[src/rtl/score_bcd_keeper_pkg.sv]
// ============================================================================
// Module      : score_pkg
// Description : Shared constants, FSM states and BCD digit type for the
//               score keeper.
// Revision    : 1.0 - initial release
// ============================================================================
`default_nettype none

package score_pkg;

    localparam int PTS_W      = 8;
    localparam int SCORE_W    = 14;
    localparam int MAX_SCORE  = 9999;
    localparam int CONV_ITERS = 14;
    localparam int BCD_DIGITS = 4;
    localparam int BCD_W      = 4 * BCD_DIGITS;

    typedef enum logic [1:0] {
        IDLE  = 2'd0,
        ACCUM = 2'd1,
        CONV  = 2'd2
    } state_t;

    // Digit 0 = ones ... digit 3 = thousands
    typedef logic [BCD_DIGITS-1:0][3:0] bcd4_t;

endpackage

`default_nettype wire

[src/rtl/score_bcd_keeper_if.sv]
// ============================================================================
// Module      : score_bcd_keeper_if
// Description : Points-add handshake, score status and display digit bundle.
// Revision    : 1.0 - initial release
// ============================================================================
`default_nettype none

interface score_bcd_keeper_if;

    logic                             add_valid;
    logic [score_pkg::PTS_W-1:0]      add_pts;
    logic                             add_ready;
    logic                             clear_score;
    logic [score_pkg::SCORE_W-1:0]    score_bin;
    logic                             saturated;
    logic                             busy;
    logic [3:0]                       disp_ones;
    logic [3:0]                       disp_tens;
    logic [3:0]                       disp_hundreds;
    logic [3:0]                       disp_thousands;

    modport master (
        output add_valid, add_pts, clear_score,
        input  add_ready, score_bin, saturated, busy,
               disp_ones, disp_tens, disp_hundreds, disp_thousands
    );

    modport slave (
        input  add_valid, add_pts, clear_score,
        output add_ready, score_bin, saturated, busy,
               disp_ones, disp_tens, disp_hundreds, disp_thousands
    );

endinterface

`default_nettype wire

[src/rtl/score_bcd_keeper_bcd_dd_seq.sv]
// ============================================================================
// Module      : bcd_dd_seq
// Description : Sequential double-dabble converter, one shift per clock.
// Revision    : 1.0 - initial release
// ============================================================================
`default_nettype none

module bcd_dd_seq
    import score_pkg::*;
#(
    parameter int BIN_W = SCORE_W,
    parameter int ITERS = BIN_W
) (
    input  wire logic             iVGA_CLK,
    input  wire logic             iRST_n,
    input  wire logic             start,
    input  wire logic             abort,
    input  wire logic [BIN_W-1:0] bin_in,
    output logic                  done,
    output bcd4_t                 bcd_out
);

    localparam int CNT_W  = $clog2(ITERS + 1);
    localparam int SHIFT_W = BCD_W + BIN_W;

    logic [SHIFT_W-1:0] r_shift;
    logic [CNT_W-1:0]   r_cnt;
    logic               r_run;
    logic [SHIFT_W-1:0] w_adj;
    logic [SHIFT_W-1:0] w_next;

    always_comb begin
        w_adj = r_shift;
        for (int d = 0; d < BCD_DIGITS; d++) begin
            if (r_shift[BIN_W + 4*d +: 4] >= 4'd5) begin
                w_adj[BIN_W + 4*d +: 4] = r_shift[BIN_W + 4*d +: 4] + 4'd3;
            end
        end
        w_next = {w_adj[SHIFT_W-2:0], 1'b0};
    end

    // done and bcd_out describe the shift happening this cycle, so the
    // caller can capture the result on the same edge as the final shift.
    assign done    = r_run && (r_cnt == CNT_W'(ITERS - 1));
    assign bcd_out = bcd4_t'(w_next[BIN_W +: BCD_W]);

    always_ff @(posedge iVGA_CLK or negedge iRST_n) begin
        if (!iRST_n) begin
            r_shift <= '0;
            r_cnt   <= '0;
            r_run   <= 1'b0;
        end else if (abort) begin
            r_cnt   <= '0;
            r_run   <= 1'b0;
        end else if (start) begin
            r_shift <= {{BCD_W{1'b0}}, bin_in};
            r_cnt   <= '0;
            r_run   <= 1'b1;
        end else if (r_run) begin
            r_shift <= w_next;
            if (done) begin
                r_run <= 1'b0;
            end else begin
                r_cnt <= r_cnt + 1'b1;
            end
        end
    end

endmodule

`default_nettype wire

[src/rtl/score_bcd_keeper.sv]
// ============================================================================
// Module      : score_bcd_keeper
// Description : Saturating score accumulator with frame-synchronous BCD
//               digit outputs for the score overlay.
// Revision    : 1.0 - initial release
// ============================================================================
`default_nettype none

module score_bcd_keeper
    import score_pkg::*;
(
    input  wire logic           iVGA_CLK,
    input  wire logic           iRST_n,
    input  wire logic           iVS,
    score_bcd_keeper_if.slave   bus
);

    state_t               r_state;
    state_t               w_state_next;
    logic [PTS_W-1:0]     r_pts;
    logic [SCORE_W-1:0]   r_score;
    logic                 r_sat;
    bcd4_t                r_pending;
    logic                 r_pending_valid;
    bcd4_t                r_disp;
    logic                 r_vs_d;

    logic [SCORE_W:0]     w_sum;
    logic                 w_over;
    logic [SCORE_W-1:0]   w_new_score;
    logic                 w_add_fire;
    logic                 w_frame_edge;
    logic                 w_start;
    logic                 w_conv_done;
    bcd4_t                w_conv_bcd;

    assign bus.add_ready = (r_state == IDLE) && !bus.clear_score;
    assign w_add_fire    = bus.add_valid && bus.add_ready;
    assign w_frame_edge  = r_vs_d && !iVS;

    assign w_sum       = {1'b0, r_score} + (SCORE_W + 1)'(r_pts);
    assign w_over      = w_sum > (SCORE_W + 1)'(MAX_SCORE);
    assign w_new_score = w_over ? SCORE_W'(MAX_SCORE) : w_sum[SCORE_W-1:0];

    always_ff @(posedge iVGA_CLK or negedge iRST_n) begin
        if (!iRST_n) begin
            r_state <= IDLE;
        end else begin
            r_state <= w_state_next;
        end
    end

    always_comb begin
        w_state_next = r_state;
        w_start      = 1'b0;
        case (r_state)
            IDLE:  if (w_add_fire) w_state_next = ACCUM;
            ACCUM: begin
                w_start      = 1'b1;
                w_state_next = CONV;
            end
            CONV:  if (w_conv_done) w_state_next = IDLE;
            default: w_state_next = IDLE;
        endcase
        if (bus.clear_score) begin
            w_state_next = IDLE;
            w_start      = 1'b0;
        end
    end

    // Later assignments win: clear overrides everything, and a freshly set
    // pending_valid survives a coincident frame edge so it shows next frame.
    always_ff @(posedge iVGA_CLK or negedge iRST_n) begin
        if (!iRST_n) begin
            r_pts           <= '0;
            r_score         <= '0;
            r_sat           <= 1'b0;
            r_pending       <= '0;
            r_pending_valid <= 1'b0;
            r_disp          <= '0;
            r_vs_d          <= 1'b1;
        end else begin
            r_vs_d <= iVS;
            if (w_add_fire) begin
                r_pts <= bus.add_pts;
            end
            if (w_frame_edge && r_pending_valid) begin
                r_disp          <= r_pending;
                r_pending_valid <= 1'b0;
            end
            if (bus.clear_score) begin
                r_score         <= '0;
                r_sat           <= 1'b0;
                r_pending       <= '0;
                r_pending_valid <= 1'b1;
            end else begin
                if (r_state == ACCUM) begin
                    r_score <= w_new_score;
                    if (w_over) r_sat <= 1'b1;
                end
                if ((r_state == CONV) && w_conv_done) begin
                    r_pending       <= w_conv_bcd;
                    r_pending_valid <= 1'b1;
                end
            end
        end
    end

    bcd_dd_seq #(
        .BIN_W (SCORE_W),
        .ITERS (CONV_ITERS)
    ) u_dd (
        .iVGA_CLK (iVGA_CLK),
        .iRST_n   (iRST_n),
        .start    (w_start),
        .abort    (bus.clear_score),
        .bin_in   (w_new_score),
        .done     (w_conv_done),
        .bcd_out  (w_conv_bcd)
    );

    assign bus.score_bin      = r_score;
    assign bus.saturated      = r_sat;
    assign bus.busy           = (r_state != IDLE);
    assign bus.disp_ones      = r_disp[0];
    assign bus.disp_tens      = r_disp[1];
    assign bus.disp_hundreds  = r_disp[2];
    assign bus.disp_thousands = r_disp[3];

endmodule

`default_nettype wire
[src/flat_wrapper.sv]
// flat-port wrapper written by rule: the top's interface ports become plain ports
module score_bcd_keeper_flat import score_pkg::*;
  (iVGA_CLK, iRST_n, iVS, bus_add_valid, bus_add_pts, bus_clear_score, bus_add_ready, bus_score_bin, bus_saturated, bus_busy, bus_disp_ones, bus_disp_tens, bus_disp_hundreds, bus_disp_thousands);
  score_bcd_keeper_if bus_i ();
  input  wire logic iVGA_CLK;
  input  wire logic iRST_n;
  input  wire logic iVS;
  input wire logic [$bits(bus_i.add_valid)-1:0] bus_add_valid;
  input wire logic [$bits(bus_i.add_pts)-1:0] bus_add_pts;
  input wire logic [$bits(bus_i.clear_score)-1:0] bus_clear_score;
  output wire logic [$bits(bus_i.add_ready)-1:0] bus_add_ready;
  output wire logic [$bits(bus_i.score_bin)-1:0] bus_score_bin;
  output wire logic [$bits(bus_i.saturated)-1:0] bus_saturated;
  output wire logic [$bits(bus_i.busy)-1:0] bus_busy;
  output wire logic [$bits(bus_i.disp_ones)-1:0] bus_disp_ones;
  output wire logic [$bits(bus_i.disp_tens)-1:0] bus_disp_tens;
  output wire logic [$bits(bus_i.disp_hundreds)-1:0] bus_disp_hundreds;
  output wire logic [$bits(bus_i.disp_thousands)-1:0] bus_disp_thousands;
  assign bus_i.add_valid = bus_add_valid;
  assign bus_i.add_pts = bus_add_pts;
  assign bus_i.clear_score = bus_clear_score;
  assign bus_add_ready = bus_i.add_ready;
  assign bus_score_bin = bus_i.score_bin;
  assign bus_saturated = bus_i.saturated;
  assign bus_busy = bus_i.busy;
  assign bus_disp_ones = bus_i.disp_ones;
  assign bus_disp_tens = bus_i.disp_tens;
  assign bus_disp_hundreds = bus_i.disp_hundreds;
  assign bus_disp_thousands = bus_i.disp_thousands;
  score_bcd_keeper u_core (.iVGA_CLK(iVGA_CLK), .iRST_n(iRST_n), .iVS(iVS), .bus(bus_i));
endmodule
[config.mk]
export PLATFORM = sky130hd
export DESIGN_NAME = score_bcd_keeper_flat
export DESIGN_NICKNAME = d
export VERILOG_FILES = /design/src/rtl/score_bcd_keeper_pkg.sv /design/src/rtl/score_bcd_keeper_if.sv /design/src/rtl/score_bcd_keeper_bcd_dd_seq.sv /design/src/rtl/score_bcd_keeper.sv /design/src/flat_wrapper.sv
export SDC_FILE = /design/constraint.sdc
export NUM_CORES = 1
export LEC_CHECK = 0
export ABC_AREA = 0
export BUFFER_PORTS_ARGS = -buffer_cell sky130_fd_sc_hd__buf_2
export CORE_MARGIN = 2
export CORE_UTILIZATION = 66
export CTS_BUF_LIST = sky130_fd_sc_hd__clkbuf_8
export DETAILED_ROUTE_END_ITERATION = 7
export PLACE_DENSITY = 0.87
export SLEW_MARGIN = 20
export SYNTH_ARGS = -nofsm -noshare
export SYNTH_HDL_FRONTEND = slang
export SYNTH_SLANG_ARGS = --single-unit
[constraint.sdc]
create_clock -name iVGA_CLK -period 6.9 [get_ports iVGA_CLK]
set_input_delay 1.38 -clock iVGA_CLK [delete_from_list [all_inputs] [get_ports iVGA_CLK]]
set_output_delay 1.38 -clock iVGA_CLK [all_outputs]
set_load 0.02 [all_outputs]
==> results.json <==
{
  "fin_ws_ns": 3.22,
  "grt_pass1_vias": 3893,
  "max_freq_mhz": 272,
  "hold_violations": 0,
  "drc": 0,
  "dieArea_um2": 8170,
  "leakage_nw": 2.45,
  "synth_cells": 480,
  "endpoint_kind": "output port",
  "num-fill-cells": 517,
  "cts_root_buf": "clkbuf_8",
  "vdd_ir_drop_max_uv": 185,
  "multi_input_area_um2": 2400,
  "async_reset_ff_share_pct": 100,
  "synth.distinct_cells": 65,
  "n_antenna_cell": 0,
  "path_class": "in -> out",
  "nets": 548,
  "drt_first_pass_iters": 5,
  "ys_warn_count": 0,
  "synth_top_area_share_pct": 47.3,
  "cts.sinks": 94,
  "total_power_mw": 1.21,
  "die_w_um": 90.4,
  "drt_iter0_markers": 167,
  "vias": 3819,
  "ctsResizeCount": 0,
  "synth-seq-area-share_pct": 47.8,
  "drive_above_1_share_pct": 20.7,
  "cts_setup_buffers": 0,
  "crit_arrival_ns": 2.30,
  "syn_nets": 512,
  "pre_cts_ws_ns": 3.25,
  "dp_cells": 604,
  "die_h_um": 90.4,
  "cp.required_ns": 5.52,
  "relSlewSlack_pct": 36.1,
  "fin_skew_ns": 0.00731,
  "routed_wl_um": 10300,
  "grt_overflow": 0,
  "fin_crit_sh_pct": 53.3,
  "status": "finished clean",
  "final_max_slew_viol_count": 0,
  "place_area_um2": 5200,
  "clock_latency_ns": 0.36,
  "instances_no_fill": 620,
  "hold_ws_ns": 0.497,
  "core_um2": 7250,
  "htree_levels": 3,
  "synth_seq_cells": 94,
  "antenna_found_initial": 0,
  "register_area_um2": 2350,
  "rsz0062_at_grt": "false",
  "grt_pass1_wl_um": 18000,
  "worst_slew_pin_slew_ns": 0.958,
  "gp_congestion": 0.958,
  "design_area_um2": 5380,
  "fin_util_pct": 74.1,
  "ios": 46,
  "clock_path_buffers": 2,
  "syn_area_um2": 4920,
  "areaGrowthSynthToFinish_pct": 9.17,
  "setup_viol": 0,
  "grt_start_max_net_pins": 54,
  "numCtsBuffers": 9,
  "crit_path_max_fanout": 39,
  "start_util_pct": 67.9,
  "finalCriticalPeriod_ns": 3.68,
  "hp-class": "reg -> reg",
  "final_cell_mix": "93 x dfrtp_1, 51 x nand2_1, 44 x buf_2",
  "wl_per_cell_um": 16.5,
  "finalSetupTns_ns": 0,
  "dp_hpwl_um": 7210,
  "antenna_left": 0,
  "path_clk_slew_ns": 0.09,
  "start_kind": "input pin",
  "yosys.area.top_type": "dfrtp_1",
  "cts_tree": "built",
  "power.density_nw_per_um2": 225,
  "ys_top_cells_by_area": "dfrtp_1 47%, mux2_2 5.7%, ha_1 4.6%, nand2_1 3.9%, a21oi_1 2.8%",
  "avgSynthCellArea_um2": 10.3,
  "final_common_cell": "dfrtp_1",
  "grt_usage_pct": 27.2,
  "synth_edf_count": 0,
  "cts-hold-fix-buffers": 0,
  "io_buffers": 45,
  "maxCapViolations": 0,
  "row_count": 31,
  "synth_ff_type": "dfrtp_1",
  "drt-vias-per-instance": 6.16
}
-- critical path: stages --
cell    delay, ns
buf_2        0.55
nor2_1       0.14
buf_2        0.20
-- synthesized netlist by cell type, types with 3 or more instances --
| cell | count |
|---|---|
| dfrtp_1 | 93 |
| nand2_1 | 51 |
| nor2_1 | 33 |
| a21oi_1 | 28 |
| o21ai_0 | 28 |
| mux2_2 | 25 |
| inv_1 | 19 |
| ha_1 | 18 |
| clkbuf_1 | 15 |
| nand2b_1 | 12 |
| a211oi_1 | 10 |
| a22o_1 | 10 |
| nor3_1 | 10 |
| xnor2_1 | 9 |
| a21o_1 | 8 |
| a22oi_1 | 8 |
| a311oi_1 | 8 |
| o21ai_1 | 6 |
| nand3_1 | 5 |
| nand4_1 | 5 |
| nor2b_1 | 5 |
| nor3b_1 | 5 |
| and2_1 | 4 |
| o31ai_1 | 4 |
| buf_2 | 3 |
| mux2i_1 | 3 |
| nand3b_1 | 3 |
-- layout make-up --
type	instances	area share, %
multi-input combinational	344	44.7
sequential	94	43.8
timing repair buffer	48	4.65
clock buffer	9	2.30
tap	99	2.30
inverter	19	1.33
clock inverter	7	0.908
-- sequential cells by signal, summed over array words and instances (netlist names), 2 cells and up --
register	cells
u_core.r_state	2
u_core.bus.disp_hundreds	4
u_core.r_pts	8
u_core.bus.score_bin	14
u_core.u_dd.r_cnt	4
u_core.u_dd.r_shift	30
u_core.bus.disp_ones	4
u_core.r_pending	16
u_core.bus.disp_tens	4
u_core.bus.disp_thousands	4
-- per-layer routing --
layer,up-vias,global-route usage [%],routed length [µm]
li1,1810,-,-
met1,1891,33.4,4370
met2,95,47.8,5280
met3,23,4.67,359
met4,0,11.0,236
met5,-,0,0
-- worst paths after layout --
path / cells after the start / start / slack, ns / endpoint
worst max-delay path: 3 / bus_clear_score / 3.22 / bus_add_ready
worst min-delay path: 2 / u_core.u_dd.r_shift[8]$_DFFE_PN0P_ / 0.50 / u_core.u_dd.r_shift[8]$_DFFE_PN0P_
worst max register to register: 11 / u_core.bus.score_bin[0]$_DFFE_PN0P_ / 3.57 / u_core.bus.score_bin[2]$_DFFE_PN0P_
worst min register to register: 2 / u_core.u_dd.r_shift[8]$_DFFE_PN0P_ / 0.50 / u_core.u_dd.r_shift[8]$_DFFE_PN0P_
max in group asynchronous: 2 / iRST_n / 4.85 / u_core.u_dd.r_cnt[3]$_DFFE_PN0P_
min in group asynchronous: 1 / iRST_n / 0.99 / u_core.bus.disp_thousands[0]$_DFFE_PN0P_
-- cells by family (layout without fill, tap and decap cells) --
group	Yosys count	count (layout)	share of synthesized area, %
xor+xnor	11	11	1.96
fa+ha+maj	19	19	4.98
flops	94	94	47.8
compound gates	138	138	20.5
mux	28	28	6.33
buf+inv	42	83	3.61
simple gates	148	148	14.8
-- power breakdown --
group          switching (mW)  leakage (nW)  total, mW  internal, mW
combinational           0.148          1.08      0.246        0.0982
sequential             0.0298          1.27      0.625         0.595
clock                   0.203        0.0956      0.336         0.133
No activity file was read; power rests on OpenSTA's default activity.
